## src/rtl/digit_serial_addsub_if.sv

```systemverilog
// Operand/result bundle for the digit-serial adder/subtractor.
// master drives the request side, slave (the datapath) returns status and result.
interface digit_serial_addsub_if #(
    parameter int WIDTH = 16
);
    logic             start;
    logic             sub;
    logic [WIDTH-1:0] X;
    logic [WIDTH-1:0] Y;
    logic             busy;
    logic             done;
    logic [WIDTH-1:0] S;
    logic             carryout;
    logic             overflow;

    modport master (
        output start, sub, X, Y,
        input  busy, done, S, carryout, overflow
    );

    modport slave (
        input  start, sub, X, Y,
        output busy, done, S, carryout, overflow
    );
endinterface

```

## src/rtl/digit_serial_addsub.sv

```systemverilog
// Multi-cycle add/sub: one DIGIT-bit ripple slice per cycle, carry held in a register.
// Latency NDIG+1 edges from accepted start to a one-cycle done pulse.
// No backpressure: start is accepted only while idle, and is dropped (not queued) while busy.
module digit_serial_addsub #(
    parameter int WIDTH = 16,
    parameter int DIGIT = 4
) (
    input logic                 clk,
    input logic                 rst_n,
    digit_serial_addsub_if.slave bus
);
    localparam int NDIG  = WIDTH / DIGIT;
    localparam int CNT_W = (NDIG > 1) ? $clog2(NDIG) : 1;
    localparam logic [CNT_W-1:0] LAST = CNT_W'(NDIG - 1);

    typedef enum logic {IDLE, RUN} state_t;

    state_t             state_q, state_d;
    logic [WIDTH-1:0]   a_q, a_d;
    logic [WIDTH-1:0]   b_q, b_d;
    logic [WIDTH-1:0]   res_q, res_d;
    logic [CNT_W-1:0]   cnt_q, cnt_d;
    logic               carry_q, carry_d;
    logic [WIDTH-1:0]   s_q, s_d;
    logic               co_q, co_d;
    logic               ov_q, ov_d;
    logic               done_q, done_d;

    logic [DIGIT-1:0]       sum_dig;
    logic                   c;
    logic                   c_msb;
    logic                   chain_co;
    logic [WIDTH+DIGIT-1:0] res_cat;

    // c_msb is the carry entering the slice's top bit; on the last slice that is bit WIDTH-1.
    always_comb begin
        c       = carry_q;
        c_msb   = carry_q;
        sum_dig = '0;
        for (int i = 0; i < DIGIT; i++) begin
            if (i == DIGIT - 1) c_msb = c;
            sum_dig[i] = a_q[i] ^ b_q[i] ^ c;
            c          = (a_q[i] & b_q[i]) | (c & (a_q[i] ^ b_q[i]));
        end
        chain_co = c;
    end

    assign res_cat = {sum_dig, res_q};

    always_comb begin
        state_d = state_q;
        a_d     = a_q;
        b_d     = b_q;
        res_d   = res_q;
        cnt_d   = cnt_q;
        carry_d = carry_q;
        s_d     = s_q;
        co_d    = co_q;
        ov_d    = ov_q;
        done_d  = 1'b0;
        case (state_q)
            IDLE: begin
                if (bus.start) begin
                    a_d     = bus.X;
                    b_d     = bus.Y ^ {WIDTH{bus.sub}};
                    carry_d = bus.sub;
                    cnt_d   = '0;
                    state_d = RUN;
                end
            end
            RUN: begin
                a_d     = a_q >> DIGIT;
                b_d     = b_q >> DIGIT;
                res_d   = res_cat[WIDTH+DIGIT-1:DIGIT];
                carry_d = chain_co;
                cnt_d   = cnt_q + CNT_W'(1);
                if (cnt_q == LAST) begin
                    s_d     = res_cat[WIDTH+DIGIT-1:DIGIT];
                    co_d    = chain_co;
                    ov_d    = c_msb ^ chain_co;
                    done_d  = 1'b1;
                    state_d = IDLE;
                end
            end
            default: state_d = IDLE;
        endcase
    end

    always_ff @(posedge clk or negedge rst_n) begin
        if (!rst_n) begin
            state_q <= IDLE;
            a_q     <= '0;
            b_q     <= '0;
            res_q   <= '0;
            cnt_q   <= '0;
            carry_q <= 1'b0;
            s_q     <= '0;
            co_q    <= 1'b0;
            ov_q    <= 1'b0;
            done_q  <= 1'b0;
        end else begin
            state_q <= state_d;
            a_q     <= a_d;
            b_q     <= b_d;
            res_q   <= res_d;
            cnt_q   <= cnt_d;
            carry_q <= carry_d;
            s_q     <= s_d;
            co_q    <= co_d;
            ov_q    <= ov_d;
            done_q  <= done_d;
        end
    end

    assign bus.busy     = (state_q == RUN);
    assign bus.done     = done_q;
    assign bus.S        = s_q;
    assign bus.carryout = co_q;
    assign bus.overflow = ov_q;
endmodule

```

## src/flat_wrapper.sv

```systemverilog
// flat-port wrapper written by rule: the top's interface ports become plain ports
module digit_serial_addsub_flat 
#(
    parameter int WIDTH = 16,
    parameter int DIGIT = 4
)
  (clk, rst_n, bus_start, bus_sub, bus_X, bus_Y, bus_busy, bus_done, bus_S, bus_carryout, bus_overflow);
  digit_serial_addsub_if #(.WIDTH(WIDTH)) bus_i ();
  input logic clk;
  input logic rst_n;
  input wire logic [$bits(bus_i.start)-1:0] bus_start;
  input wire logic [$bits(bus_i.sub)-1:0] bus_sub;
  input wire logic [$bits(bus_i.X)-1:0] bus_X;
  input wire logic [$bits(bus_i.Y)-1:0] bus_Y;
  output wire logic [$bits(bus_i.busy)-1:0] bus_busy;
  output wire logic [$bits(bus_i.done)-1:0] bus_done;
  output wire logic [$bits(bus_i.S)-1:0] bus_S;
  output wire logic [$bits(bus_i.carryout)-1:0] bus_carryout;
  output wire logic [$bits(bus_i.overflow)-1:0] bus_overflow;
  assign bus_i.start = bus_start;
  assign bus_i.sub = bus_sub;
  assign bus_i.X = bus_X;
  assign bus_i.Y = bus_Y;
  assign bus_busy = bus_i.busy;
  assign bus_done = bus_i.done;
  assign bus_S = bus_i.S;
  assign bus_carryout = bus_i.carryout;
  assign bus_overflow = bus_i.overflow;
  digit_serial_addsub #(.WIDTH(WIDTH), .DIGIT(DIGIT)) u_core (.clk(clk), .rst_n(rst_n), .bus(bus_i));
endmodule
```

## config.mk

```make
export PLATFORM = sky130hd
export DESIGN_NAME = digit_serial_addsub_flat
export DESIGN_NICKNAME = d
export VERILOG_FILES = /design/src/rtl/digit_serial_addsub_if.sv /design/src/rtl/digit_serial_addsub.sv /design/src/flat_wrapper.sv
export SDC_FILE = /design/constraint.sdc
export NUM_CORES = 1
export LEC_CHECK = 0
export BUFFER_PORTS_ARGS = -buffer_cell sky130_fd_sc_hd__buf_2
export CAP_MARGIN = 20
export CORE_ASPECT_RATIO = 1.1
export CORE_UTILIZATION = 45
export DETAILED_ROUTE_END_ITERATION = 8
export MAX_ROUTING_LAYER = met4
export PLACE_DENSITY_LB_ADDON = 0.25
export SYNTH_ARGS = -nofsm -noshare
export SYNTH_HDL_FRONTEND = slang
export SYNTH_SLANG_ARGS = --single-unit
export TNS_END_PERCENT = 50
```

## constraint.sdc

```tcl
create_clock -name clk -period 2.1 [get_ports clk]
set_input_delay 0.21 -clock clk [delete_from_list [all_inputs] [get_ports clk]]
set_output_delay 0.21 -clock clk [all_outputs]
set_load 0.005 [all_outputs]
```

# Word level (Yosys, flattened, before mapping)
# Cells that the tools add are included.
# totals
register_bits,71
inputBits,36
out_inout_bits,20
# op_classes
add_sub_neg,1
eq_ne,2
muxes,13
bitwise_logic,23
n_reduce_logical,1
# ops
cell,count
16-bit case mux with 2 select lines,2
16-bit 2-to-1 mux,2
16-bit XOR,1
1-bit XOR,9
1-bit bitwise AND,8
1-bit 2-to-1 mux,5
1-bit bitwise OR,4
1-bit case mux with 2 select lines,2
2-bit case mux with 2 select lines,1
"2-bit by 1-bit adder with 2-bit output, second input constant",1
"2-bit equality test, second input constant",1
2-bit 2-to-1 mux,1
"2-bit inequality test, second input constant",1
2-bit AND reduction,1
1-bit inverter,1

# Depth between registers and ports, before layout
# depth
ltp_word,10
depth_mapped,9
depth_no_buf,9

# Worst setup path before layout
# No wires, ideal clock.
# synth_timing
kind,reg-to-reg
start,reg u_core.carry_q
end,"reg u_core.ov_q, in the netlist u_core.bus.overflow"
setup_time_ns,0.125
arrival_time_ns,2.008
t_required_ns,1.975
slack_ns,-0.033
path_stages_with_launch,10
path_cell_list,dfrtp_1 -> fa_1 -> inv_1 -> fa_1 -> inv_1 -> fa_1 -> inv_1 -> fa_1 -> xnor2_1 -> mux2_2
# synth_via
elab_chain_cells,9
# synth_lines
element,line,text
"start, declared",digit_serial_addsub.sv:23,"logic carry_q, carry_d;"
"start signal, assigned",digit_serial_addsub.sv:107,carry_q <= carry_d;
1-bit bitwise AND *,digit_serial_addsub.sv:43,c = (a_q[i] & b_q[i]) | (c & (a_q[i] ^ b_q[i]));
1-bit bitwise OR *,digit_serial_addsub.sv:43,
1-bit bitwise AND *,digit_serial_addsub.sv:43,
1-bit bitwise OR *,digit_serial_addsub.sv:43,
1-bit bitwise AND *,digit_serial_addsub.sv:43,
1-bit bitwise OR *,digit_serial_addsub.sv:43,
1-bit bitwise AND,digit_serial_addsub.sv:43,
1-bit bitwise OR,digit_serial_addsub.sv:43,
1-bit XOR *,digit_serial_addsub.sv:80,ov_d = c_msb ^ chain_co;
"end signal, assigned",digit_serial_addsub.sv:110,ov_q <= ov_d;
"end, declared",digit_serial_addsub.sv:26,"logic ov_q, ov_d;"
# Mark *: on every way between the ends. The rest lies on a longest branch, timed or not.
# A chain may end at the register's enable or synchronous reset.

# Worst setup path in the final report
# layout_timing
start,reg u_core.a_q[0]
end,reg u_core.res_q[15]
# layout_via
elab_chain_cells,8
word_cells_on_any_way,9
cone_classes,bitwise (9)
# layout_lines
element,line,text
"start, declared",digit_serial_addsub.sv:19,"logic [WIDTH-1:0] a_q, a_d;"
"start signal, assigned",digit_serial_addsub.sv:92,a_q <= '0;
"start signal, assigned",digit_serial_addsub.sv:103,a_q <= a_d;
1-bit XOR,digit_serial_addsub.sv:43,
1-bit bitwise AND,digit_serial_addsub.sv:43,
1-bit bitwise OR *,digit_serial_addsub.sv:43,
1-bit bitwise AND *,digit_serial_addsub.sv:43,
1-bit bitwise OR *,digit_serial_addsub.sv:43,
1-bit bitwise AND *,digit_serial_addsub.sv:43,
1-bit bitwise OR *,digit_serial_addsub.sv:43,
1-bit XOR *,digit_serial_addsub.sv:42,sum_dig[i] = a_q[i] ^ b_q[i] ^ c;
"end signal, assigned",digit_serial_addsub.sv:105,res_q <= res_d;
"end, declared",digit_serial_addsub.sv:21,"logic [WIDTH-1:0] res_q, res_d;"
# Marks and branches as above.

==> flow_summary.json <==
{
  "status": "finished with violations",
  "violations": "negative setup slack",
  "cts_buffers": 9,
  "power_density_nw_per_um2": 1346,
  "arrival_ps": 2420,
  "cp_max_fo": 2,
  "rr_worst_depth": 8,
  "num_antenna_cells": 0,
  "crit_path_start": "u_core.a_q[0]",
  "worstSetupStartpointType": "register",
  "yosys-top-cells-area": "dfrtp_1, mux2i_1, mux2_2, xnor2_1, mux2_4",
  "min_from": "bus_X[12]",
  "yosysMostFrequentCell": "dfrtp_1",
  "worst_pin_slew_ps": 507.3,
  "avgSynthCellArea_sq_um": 12.89,
  "drive_gt1_frac": 0.4078,
  "cp_top_family": "adder cells",
  "cts_max_path_buffers": 2,
  "ys_seq_area_frac": 0.5397,
  "clkTransAtPathRegs_ps": 80,
  "grt_pass1_vias": 1781,
  "syn_area_sq_um": 3107,
  "clockRootBuffer": "clkbuf_8",
  "portBuffers": 55,
  "htreeDepth": 3,
  "intPower_mw": 3.538,
  "area_growth_pct": 19.69,
  "synth_fp_nets": 282,
  "grt_pass1_wl_um": 8507,
  "relSlewSlack": 0.6618,
  "slowest_stage": "fa_2",
  "crit_buf_inv": 3,
  "async_reset_ff_frac": 1.000,
  "antenna_found_initial": 0,
  "netlist_top_cells_count": "dfrtp_1, mux2i_1, mux2_2, nand2_1",
  "r2r_start": "u_core.a_q[0]",
  "setup_viol": 3,
  "gp_congestion": 0.7715,
  "worst_slack_ps": -59.36,
  "drt-vias-per-instance": 4.864,
  "die_area_sq_um": 7240,
  "tritoncts": "yes",
  "num-fill-cells": 575,
  "min_period_ps": 2159,
  "worstPathCellList": "fa_2 > inv_2 > fa_2 > inv_2 > fa_2 > inv_2 > fa_2 > mux2i_1",
  "period_share": 1.028,
  "num_vias": 1902,
  "synth_enable_flop_cells": 0,
  "synth_top_area_frac": 0.5397,
  "seqPwrFrac": 0.427,
  "drt_wl_total_um": 5144,
  "clock_skew_ps": 9.163,
  "worst_skew_pair.late_latency_ps": 330,
  "dpl.hpwl_um": 3436,
  "worstPathRequired_ps": 2360,
  "dp_cells": 371,
  "critPathCaptureType": "register",
  "hold-path-endpoint": "u_core.a_q[12]",
  "slowest_delay_ps": 440,
  "initial_utilization": 0.4684,
  "dr.pass1.iters": 2,
  "rsz0062_at_grt": "true",
  "p_leak_nw": 1.859,
  "p_total_mw": 5.005,
  "gr-usage-all-layers": 0.1654,
  "drv_slew": 0,
  "grt_overflow_total": 0,
  "path_common_cell": "fa_2",
  "ir_drop_uv": 724.6,
  "wl_per_cell_um": 13.16,
  "timing.fmax_mhz": 463.1,
  "r2r_end": "u_core.res_q[15]",
  "swShare": 0.2931,
  "hold_depth": 3,
  "reg2reg_slack_ps": -60,
  "post-synth-top-area-cell": "dfrtp_1",
  "drt_iter0_markers": 56,
  "io-pin-count": 56,
  "switchingPower_mw": 1.467,
  "layout.cells.non_filler": 391,
  "drc_errors": 0,
  "worstSetupPathType": "register to register",
  "finalHoldViolations": 0,
  "placementRows": 31,
  "die_w_um": 81.22,
  "yosys_most_used_dff": "dfrtp_1",
  "ys_seq_elements": 67,
  "die_y_um": 89.15,
  "cts.sinks": 67,
  "synth_warnings": 0,
  "postSynthCellCount": 241,
  "fin_nets": 345,
  "min_path_type": "input port to register",
  "synth.distinct_cells": 30,
  "p_clk_frac": 0.263,
  "core_sq_um": 6633,
  "dpl_worst_slack_ps": -106.5,
  "drv_cap": 0,
  "grt_max_degree": 38,
  "comb_power_share": 0.310,
  "final_antenna_net_count": 0
}
## power groups by stage
| stage | clock (mW) | sequential, mW | combinational [mW] |
|---|---|---|---|
| after floorplan | 0 | 2.06 | 1.20 |
| after global placement | 0 | 2.14 | 1.49 |
| after detailed placement | 0 | 2.16 | 1.53 |
| after CTS | 1.35 | 2.14 | 1.56 |
| after global routing | 1.42 | 2.21 | 1.74 |
| final | 1.32 | 2.14 | 1.55 |
## per-layer routing
metal | up-vias | GRT usage | part of all wire
li1 | 951 | - | -
met1 | 890 | 0.2124 | 0.48
met2 | 52 | 0.2437 | 0.45
met3 | 9 | 0.04286 | 0.044
met4 | 0 | 0.07792 | 0.017
met5 | - | - | 0
## tightest hold or removal path, cell delays in order
cell	delay, ps
buf_2	70
mux2i_1	50
nor2_1	80
## cell type report
cell class | instances | area (sq um) | area share
Clock inverter | 6 | 112.6 | 0.03028
Sequential cell | 67 | 1678 | 0.4512
Multi-Input combinational cell | 145 | 1264 | 0.3398
Clock buffer | 10 | 137.6 | 0.03701
Tap cell | 82 | 102.6 | 0.02759
Timing Repair Buffer | 68 | 375.4 | 0.1009
Inverter | 13 | 48.80 | 0.01312
## timing repair
item	CTS	global route
gates cloned	0	0
pin swaps	2	3
resized for setup	5	0
setup buffers	1	2
hold endpoints to repair	67	0
endpoints found under the setup margin	3	5
hold buffers	1	0
## through the flow
stage | hold WS, ps | util | TNS [ps] | instance area (sq um)
after floorplan | -85.59 | - | 0 | 3112
after global placement | 256.2 | 0.5173 | -80.12 | 3431
after detailed placement | 267.7 | 0.5173 | -297.1 | 3431
after CTS | 101.0 | 0.5584 | -247.6 | 3704
after global routing | 114.4 | 0.5606 | -384.5 | 3719
final | 112.2 | 0.5606 | -109.8 | 3719
## cells in the final DEF, fill, tap and decap left out, types with 2 or more instances in the layout
| cell | Yosys | final |
|---|---|---|
| mux2_2 | 20 | 20 |
| nor2_1 | 9 | 9 |
| buf_2 | 6 | 55 |
| bufinv_16 | 0 | 3 |
| clkbuf_8 | 0 | 10 |
| nand2_1 | 20 | 20 |
| a221o_1 | 4 | 4 |
| xor2_1 | 4 | 4 |
| or3b_1 | 7 | 7 |
| fa_2 | 0 | 4 |
| o211ai_2 | 7 | 7 |
| clkinv_4 | 0 | 2 |
| mux2_4 | 6 | 6 |
| and2_0 | 3 | 3 |
| inv_1 | 13 | 10 |
| a211oi_1 | 4 | 4 |
| mux2i_1 | 23 | 23 |
| xnor2_1 | 13 | 13 |
| inv_2 | 0 | 3 |
| buf_4 | 3 | 12 |
| o21ai_0 | 12 | 12 |
| dfrtp_1 | 67 | 66 |
## cells by family (layout without fill, tap and decap cells)
group                    Yosys count  after routing  synth area share
multiplexers                      49             49            0.1756
flip-flops                        67             67            0.5397
AO/OA/AOI/OAI                     30             30           0.07692
XOR/XNOR                          17             17           0.04792
adder cells (fa/ha/maj)            5              5           0.02980
buffers and inverters             29             97           0.05678
AND/OR/NAND/NOR                   44             44           0.07330
## flip-flops by register name, summed over array words and instances, names as in the netlist
register             flops
u_core.bus.overflow      1
u_core.carry_q           1
u_core.bus.S            16
u_core.b_q              16
u_core.cnt_q             2
u_core.bus.busy          1
u_core.bus.carryout      1
u_core.res_q            12
u_core.bus.done          1
u_core.a_q              16
## how the worst max path moves through the flow
stage,cells after the start,slack (ps),to
after detailed placement,9,-110,u_core.bus.overflow
after CTS,9,-100,u_core.bus.overflow
after global routing,8,-150,u_core.res_q[15]
after global placement,8,-30,u_core.res_q[15]
after floorplan,9,0.7,u_core.bus.overflow
final,8,-60,u_core.res_q[15]
No activity file was read; power rests on OpenSTA's default activity.
